[config.mk]
export PLATFORM = sky130hd
export DESIGN_NAME = data_mem_arbiter
export DESIGN_NICKNAME = d
export VERILOG_FILES = /design/src/rtl/data_mem_arbiter.sv
export SDC_FILE = /design/constraint.sdc
export NUM_CORES = 1
export LEC_CHECK = 0
export ABC_AREA = 1
export CAP_MARGIN = 20
export CELL_PAD_IN_SITES_DETAIL_PLACEMENT = 1
export CELL_PAD_IN_SITES_GLOBAL_PLACEMENT = 2
export CORE_MARGIN = 3
export CORE_UTILIZATION = 17
export CTS_CLUSTER_SIZE = 12
export DETAILED_ROUTE_END_ITERATION = 7
export GPL_TIMING_DRIVEN = 0
export MAX_ROUTING_LAYER = met4
export PLACE_DENSITY = 0.78
export SLEW_MARGIN = 20
export SYNTH_ARGS = -nofsm -noshare
export SYNTH_HDL_FRONTEND = slang
export SYNTH_SLANG_ARGS = --single-unit
[constraint.sdc]
create_clock -name clock -period 3.1 [get_ports clock]
set_clock_uncertainty 0.15 [all_clocks]
set_input_delay 0.465 -clock clock [delete_from_list [all_inputs] [get_ports clock]]
set_output_delay 0.465 -clock clock [all_outputs]
set_load 0.005 [all_outputs]
[src/rtl/data_mem_arbiter.sv]
// data_mem_arbiter: round-robin arbiter sharing one synchronous single-port data RAM between N_CORES cores.
module data_mem_arbiter #(
  parameter int N_CORES = 4,
  parameter int MEM_AW  = 10
) (
  input  logic                  clock,
  input  logic                  async_reset,
  input  logic [N_CORES-1:0]    req_valid,
  input  logic [N_CORES-1:0]    req_write,
  input  logic [32*N_CORES-1:0] req_addr,
  input  logic [32*N_CORES-1:0] req_wdata,
  input  logic [4*N_CORES-1:0]  req_be,
  output logic [N_CORES-1:0]    stall,
  output logic [N_CORES-1:0]    ack,
  output logic [31:0]           rdata,
  output logic                  mem_en,
  output logic                  mem_we,
  output logic [MEM_AW-1:0]     mem_addr,
  output logic [31:0]           mem_wdata,
  output logic [3:0]            mem_be,
  input  logic [31:0]           mem_rdata
);
  localparam int GW = $clog2(N_CORES);
  typedef enum logic [1:0] {IDLE, ACCESS, READ_WAIT, DONE} state_t;
  state_t              r_state;
  logic [GW-1:0]       r_g, r_last, w_win, w_idx;
  logic                w_found;
  logic                w_unused;
  logic [N_CORES-1:0]  r_ack;
  logic [31:0]         r_rdata, r_mem_wdata;
  logic                r_mem_en, r_mem_we;
  logic [MEM_AW-1:0]   r_mem_addr;
  logic [3:0]          r_mem_be;
  logic [MEM_AW-1:0]   w_addr  [N_CORES];
  logic [31:0]         w_wdata [N_CORES];
  logic [3:0]          w_be    [N_CORES];
  // byte offset and bits above the RAM window are deliberately dropped
  for (genvar i = 0; i < N_CORES; i++) begin : g_unpack
    assign w_addr[i]  = req_addr[32*i+2 +: MEM_AW];
    assign w_wdata[i] = req_wdata[32*i +: 32];
    assign w_be[i]    = req_be[4*i +: 4];
  end
  assign w_unused = ^req_addr;
  always_comb begin
    w_found = 1'b0;
    w_win   = '0;
    w_idx   = '0;
    for (int o = 1; o <= N_CORES; o++) begin
      w_idx = GW'((int'(r_last) + o) % N_CORES);
      if (!w_found && req_valid[w_idx]) begin
        w_found = 1'b1;
        w_win   = w_idx;
      end
    end
  end
  always_ff @(posedge clock or negedge async_reset) begin
    if (!async_reset) begin
      r_state     <= IDLE;
      r_g         <= '0;
      r_last      <= GW'(N_CORES - 1);
      r_ack       <= '0;
      r_rdata     <= '0;
      r_mem_en    <= 1'b0;
      r_mem_we    <= 1'b0;
      r_mem_addr  <= '0;
      r_mem_wdata <= '0;
      r_mem_be    <= '0;
    end else begin
      case (r_state)
        IDLE: if (w_found) begin
          r_g         <= w_win;
          r_mem_en    <= 1'b1;
          r_mem_we    <= req_write[w_win];
          r_mem_addr  <= w_addr[w_win];
          r_mem_wdata <= w_wdata[w_win];
          r_mem_be    <= w_be[w_win];
          r_state     <= ACCESS;
        end
        ACCESS: begin
          r_mem_en <= 1'b0;
          r_mem_we <= 1'b0;
          if (r_mem_we) r_ack[r_g] <= 1'b1;
          r_state  <= r_mem_we ? DONE : READ_WAIT;
        end
        READ_WAIT: begin
          r_rdata    <= mem_rdata;
          r_ack[r_g] <= 1'b1;
          r_state    <= DONE;
        end
        default: begin
          r_ack   <= '0;
          r_last  <= r_g;
          r_state <= IDLE;
        end
      endcase
    end
  end
  assign stall     = req_valid & ~r_ack;
  assign ack       = r_ack;
  assign rdata     = r_rdata;
  assign mem_en    = r_mem_en;
  assign mem_we    = r_mem_we;
  assign mem_addr  = r_mem_addr;
  assign mem_wdata = r_mem_wdata;
  assign mem_be    = r_mem_be;
endmodule

**Word level (Yosys, flattened, before mapping)**

Cells that the tools add are included.

- Register bits: 90
- Bits of input ports: 314
- Output and inout bits: 88
- Word-level logic and storage cells: 82

- Add/sub/neg operators: 4
- Order comparisons: 8
- Equal/unequal tests: 4
- Muxes and demuxes: 38
- Bitwise gates (word level): 5
- Reductions and logical operators: 13

Operator list:

| cell | count |
|---|---|
| binary-select mux 32 bit (select 2 bit) | 1 |
| 2-to-1 mux 32 bit | 2 |
| binary-select mux 10 bit (select 2 bit) | 1 |
| 2-to-1 mux 10 bit | 2 |
| less-than comparator 2 x 3 -> 1 bit (second input constant) | 6 |
| 2-to-1 mux 1 bit | 13 |
| 2-to-1 mux 4 bit | 3 |
| one-hot mux 4 bit (3 select lines) | 1 |
| binary-select mux 1 bit (select 2 bit) | 5 |
| 2-to-1 mux 2 bit | 5 |
| binary-select mux 4 bit (select 2 bit) | 1 |
| one-hot mux 2 bit (3 select lines) | 1 |
| AND reduction 2 bit | 3 |
| adder 2 x 1 -> 2 bit (second input constant) | 2 |
| adder 2 bit (second input constant) | 2 |
| bitwise AND 4 bit | 1 |
| logical AND 1 bit | 4 |
| inequality test 2 bit (second input constant) | 2 |
| inverter 4 bit | 1 |
| bitwise OR 4 bit | 1 |
| one-hot mux 1 bit (2 select lines) | 2 |
| greater-or-equal comparator 3 bit (second input constant) | 1 |
| zero test 1 bit | 3 |
| inverter 2 -> 3 bit | 1 |
| other kinds (8) | 8 |

**Logic depth before layout (Yosys ltp)**

Gate-level depths: netlist of the first run.

- Word-level depth: 17
- Mapped depth: 16
- Depth with buffers taken out: 14

**Worst setup path before layout of the first run**

OpenSTA, ideal clock, no wires.

- Path kind: register -> register
- Start: register r_last[0]
- End: register r_mem_wdata[25] (netlist: mem_wdata[25])
- Setup time: 0.130 ns
- Arrival: 1.867 ns
- Data required time: 2.820 ns
- Path slack: 0.953 ns
- Cell stages (with the launch flop): 15
- Buffers on the path: 2
- Period minus slack after synthesis: 2.147 ns
- Cell sequence: dfstp_2 -> buf_6 -> inv_4 -> nand2_1 -> nand2_1 -> nand2_2 -> nand2_2 -> inv_2 -> nand2_4 -> nand2_8 -> nand3_4 -> buf_6 -> or2_2 -> nand3_1 -> nand3_1

- Longest elaborated chain between the ends: 17
- Elaborated cells on any way between the ends: 31
- Classes of those cells: 4 x add/sub; 19 x mux; 1 x bitwise; 7 x reduce/logical

Ends and longest elaborated chain:

| element | line | RTL |
|---|---|---|
| start, declared | 26 | `logic [GW-1:0] r_g, r_last, w_win, w_idx;` |
| start signal, assigned | 60 | `r_last <= GW'(N_CORES - 1);` |
| start signal, assigned | 92 | `r_last <= r_g;` |
| adder 2 x 1 -> 2 bit | 49 | `w_idx = GW'((int'(r_last) + o) % N_CORES);` |
| binary-select mux 1 bit (select 2 bit) | 50 | `if (!w_found && req_valid[w_idx]) begin` |
| 2-to-1 mux 1 bit (implied by the code) | 50 |  |
| 2-to-1 mux 1 bit | 50 |  |
| zero test 1 bit | 50 |  |
| logical AND 1 bit | 50 |  |
| 2-to-1 mux 1 bit | 50 |  |
| zero test 1 bit | 50 |  |
| logical AND 1 bit | 50 |  |
| 2-to-1 mux 1 bit | 50 |  |
| zero test 1 bit | 50 |  |
| logical AND 1 bit | 50 |  |
| 2-to-1 mux 2 bit | 50 |  |
| inverter 2 -> 3 bit (implied by the code) | 75 | `r_mem_wdata <= w_wdata[w_win];` |
| binary-select mux 32 bit (select 2 bit) | 75 |  |
| 2-to-1 mux 32 bit (implied by the code) (2 in series) | 75 |  |
| end signal, assigned | 75 |  |
| end, declared | 30 | `logic [31:0] r_rdata, r_mem_wdata;` |

Parallel ways exist; a longest one is shown, timed or not. The select of a mux whose other input is x is not followed.
A chain may end at the register's enable or synchronous reset.

**Worst setup path after layout of the first run**

- Start: register r_last[0]
- End: register r_mem_wdata[23] (netlist: mem_wdata[23])

The elaborated chain is that of the path after synthesis.

==> metrics.md, run 1 <==
| Metric | Value |
|---|---|
| Status | finished, final reports clean |
| First-pass GRT wire length | 40500 um |
| Worst-Margin Slew | 0.734 ns |
| Die Wd | 189 um |
| Critical Path Stages | 13 |
| Post-synthesis sequential area ratio | 0.397 |
| GP Congestion | 0.826 |
| Hold worst-path end | mem_wdata[4]$_DFFE_PN0P_ |
| Die height | 189 um |
| Post-route setup TNS | 0 ns |
| CP delay by family, top | simple AND/OR/NAND/NOR gates |
| RSZ-0062 raised after global routing | false |
| Critical path class | reg2reg |
| Flop2flop setup slack | between 0.3 and 0.4 ns |
| PD cells | around 1100 nW/um2 |
| Total die area | 35700 um2 |
| Capturing point of the worst reg2reg path | mem_wdata[23]$_DFFE_PN0P_ |
| Grt total ovfl | 0 |
| Root buf cell | clkbuf_16 |
| Required @ worst endpoint | 3.18 ns |
| Drt wl/cell | around 17 um |
| First drt pass iteration count | 5 |
| CP Cell Sequence | buf_6 -> inv_4 -> nand2_1 -> nand2_1 -> nand2_1 -> nand2_2 -> inv_2 -> nand3_4 -> nand3_4 -> buf_1 -> o21ai_0 -> nand2_1 -> nand3_1 |
| Hold WS | 0.336 ns |
| Fin crit share | 0.871 |
| Cell Rows | 66 |
| Commonest non-fill, non-tap cell in the layout | clkdlybuf4s50_1 |
| Clk sink count | 90 |
| Initial Utilization | 0.174 |
| Hold Path Cell Cnt | 2 |
| Worst-Skew Late Latency | 0.34 ns |
| Clock slew at reported path FFs | approximately 0.08 ns |
| CP Data Arrival Time | 2.78 ns |
| Via count | 6210 |
| Pleak | 0.00452 uW |
| #FFs+latches synth | 90 |
| Initial antenna violation count | 1 |
| Nets@finish | 1415 |
| Final ANT Viol Nets | 0 |
| Slew Limit Fails | 0 |
| Slowest stage delay, CP | 0.53 ns |
| Drt initial violations | approximately 190 |
| Library cells used by synthesis | 34 |
| Post-CTS sizing | 0 |
| Multi-input combinational cell area | 2650 um2 |
| Layout area overhead | 70.8% |
| Routed wire length | between 20000 and 30000 um |
| CTS Buf Count | 9 |
| Crit. End Element | register |
| Layout cells sized above 1 | 0.0971 |
| Worst r2r src | r_last[0]$_DFFE_PN1N_ |
| CP Buf/Inv Count | 4 |
| Worst-case reg-to-reg path depth | 13 |
| Hold crit path type | reg2reg |
| Fillers | 3988 |
| Detailed placement HPWL | 21700 um |
| Cell Area, Synth | 5680 um2 |
| Net Count, Synth | 1089 |
| Startpoint of the worst hold path | mem_wdata[4]$_DFFE_PN0P_ |
| DR vias/cell | about 4.0 |
| CORE AREA | 32700 um2 |
| H-tree depth | 3 |
| Vias in the first global route | 6916 |
| Pin count of the biggest net entering global routing | 50 |
| Most common cell on crit path | nand2_1 |
| Port-buffer cells | 313 |
| Crit-path max FO | 10 |
| Most frequent cells in the layout | 312 x clkdlybuf4s50_1, 239 x nand2_1, 133 x inv_1 |
| Max_cap viols | 0 |
| CP Launch Type | register |
| Buffer levels on the longest clock path | 2 |
| CP max stage cell | dfstp_2 |
| Syn. warnings | 0 |
| Worst-case vdd ir drop | between 0.4 and 0.5 mV |
| Final setup fails | 0 |
| Mapped Cells | 771 |
| Fmax | 0.370 GHz |
| IO Count | 402 |
| CTS tree | yes |
| Hold Violations, Final | 0 |
| Tmin final | roughly 2.7 ns |
| Residual DRC | 0 |
| Total GRT Usage | 0.153 |
| Relative slew slack | 0.511 |
| Syn Area/Cell | 7.37 um2 |
| Register area | 2250 um2 |
[worst reg2reg max path, stage by stage (launching register included)]
cell	delay, ns
dfstp_2	0.53
buf_6	0.15
inv_4	0.08
nand2_1	0.06
nand2_1	0.08
nand2_1	0.11
nand2_2	0.08
inv_2	0.10
nand3_4	0.17
nand3_4	0.24
buf_1	0.48
o21ai_0	0.20
nand2_1	0.09
nand3_1	0.06
[per-layer routing]
layer / routed length (um) / GRT usage / vias to the layer above
met5: 0 / - / -
met4: 528 / 0.0415 / 0
met3: 1470 / 0.0378 / 19
met2: 13100 / 0.258 / 190
met1: 11500 / 0.182 / 2925
li1: - / - / 3076
[what timing repair did]
| item | in CTS | in global routing |
|---|---|---|
| endpoints found under the hold margin | 40 | 0 |
| hold buffers | 1 | 0 |
| setup buffers | 0 | 0 |
[Yosys cell counts (all sizes together)]
master	instances	area (um2)
nand2	247	980
inv	136	513
nand3	89	480
dfrtp	88	2200
o21ai	35	175
mux2	33	372
buf	30	215
nand4	27	169
o211ai	19	143
or2	19	119
nor2	16	77.6
clkbuf	13	48.8
a21oi	8	43.8
ha	4	50.1
a31oi	2	12.5
dfstp	2	52.6
a21boi	1	11.3
nor3	1	10.0
o21a	1	7.51
[worst max-delay path by stage]
stage / to / from
2_1_floorplan: mem_wdata[25]$_DFFE_PN0P_ / r_last[0]$_DFFE_PN1N_
3_3_place_gp: rdata[25]$_DFFE_PN0P_ / async_reset
3_5_place_dp: mem_wdata[29]$_DFFE_PN0P_ / req_valid[3]
4_1_cts: mem_wdata[23]$_DFFE_PN0P_ / r_last[0]$_DFFE_PN1N_
5_1_grt: mem_wdata[23]$_DFFE_PN0P_ / r_last[0]$_DFFE_PN1N_
6_report: mem_wdata[23]$_DFFE_PN0P_ / r_last[0]$_DFFE_PN1N_
[cell families (layout without fill, tap and decap cells)]
logic type,count (synthesis),after routing,share of synthesized area
simple gates,399,399,0.323
compound gates,66,66,0.0691
fa+ha+maj,4,4,0.00881
flops,90,90,0.397
mux,33,33,0.0654
buf+inv,179,510,0.137
other cells,0,2,0
[power breakdown]
part | switching (uW) | internal, uW
logic | 4090 | 3110
registers | 340 | 1800
clock network | 550 | 588
[final cells by class]
cell class,count,share of cell area
multi-input cells,502,0.273
clock buffers,10,0.0246
flip-flops and latches,90,0.232
inverters,136,0.0528
diodes,2,0.000516
plain buffers,43,0.0272
well taps,442,0.0570
repair buffers,315,0.327
clock inverters,6,0.00580
[registers in the layout, indices dropped and copies added (netlist names)]
register and count:
rdata 32, mem_en 1, ack 4, r_last 2, r_g 2, mem_we 1, mem_wdata 32, mem_be 4
r_state 2, mem_addr 10
[through the flow]
stage / instances / power, uW / instance area [um2] / setup WS (ns) / utilization
global route: 1545 / 11600 / 9700 / 0.104 / 0.297
floorplan: 771 / 6270 / 5680 / 0.953 / -
CTS: 1544 / 10800 / 9700 / 0.359 / 0.297
detailed placement: 1527 / 9600 / 9400 / 0.0906 / 0.287
global placement: 1526 / 9470 / 9370 / -2.66 / 0.286
finish: 1546 / 10500 / 9710 / 0.399 / 0.297
Power figures use the tool's default switching activity.
==> run 2: changes to the inputs <==
--- a/config.mk
+++ b/config.mk
@@ -14,6 +14,7 @@
 export CTS_CLUSTER_SIZE = 12
 export DETAILED_ROUTE_END_ITERATION = 7
 export GPL_TIMING_DRIVEN = 0
+export HOLD_SLACK_MARGIN = 0.08
 export MAX_ROUTING_LAYER = met4
 export PLACE_DENSITY = 0.78
 export SLEW_MARGIN = 20
==> results of run 2 <==
The final DEF is identical to that of run 1; final timing and power are the same.
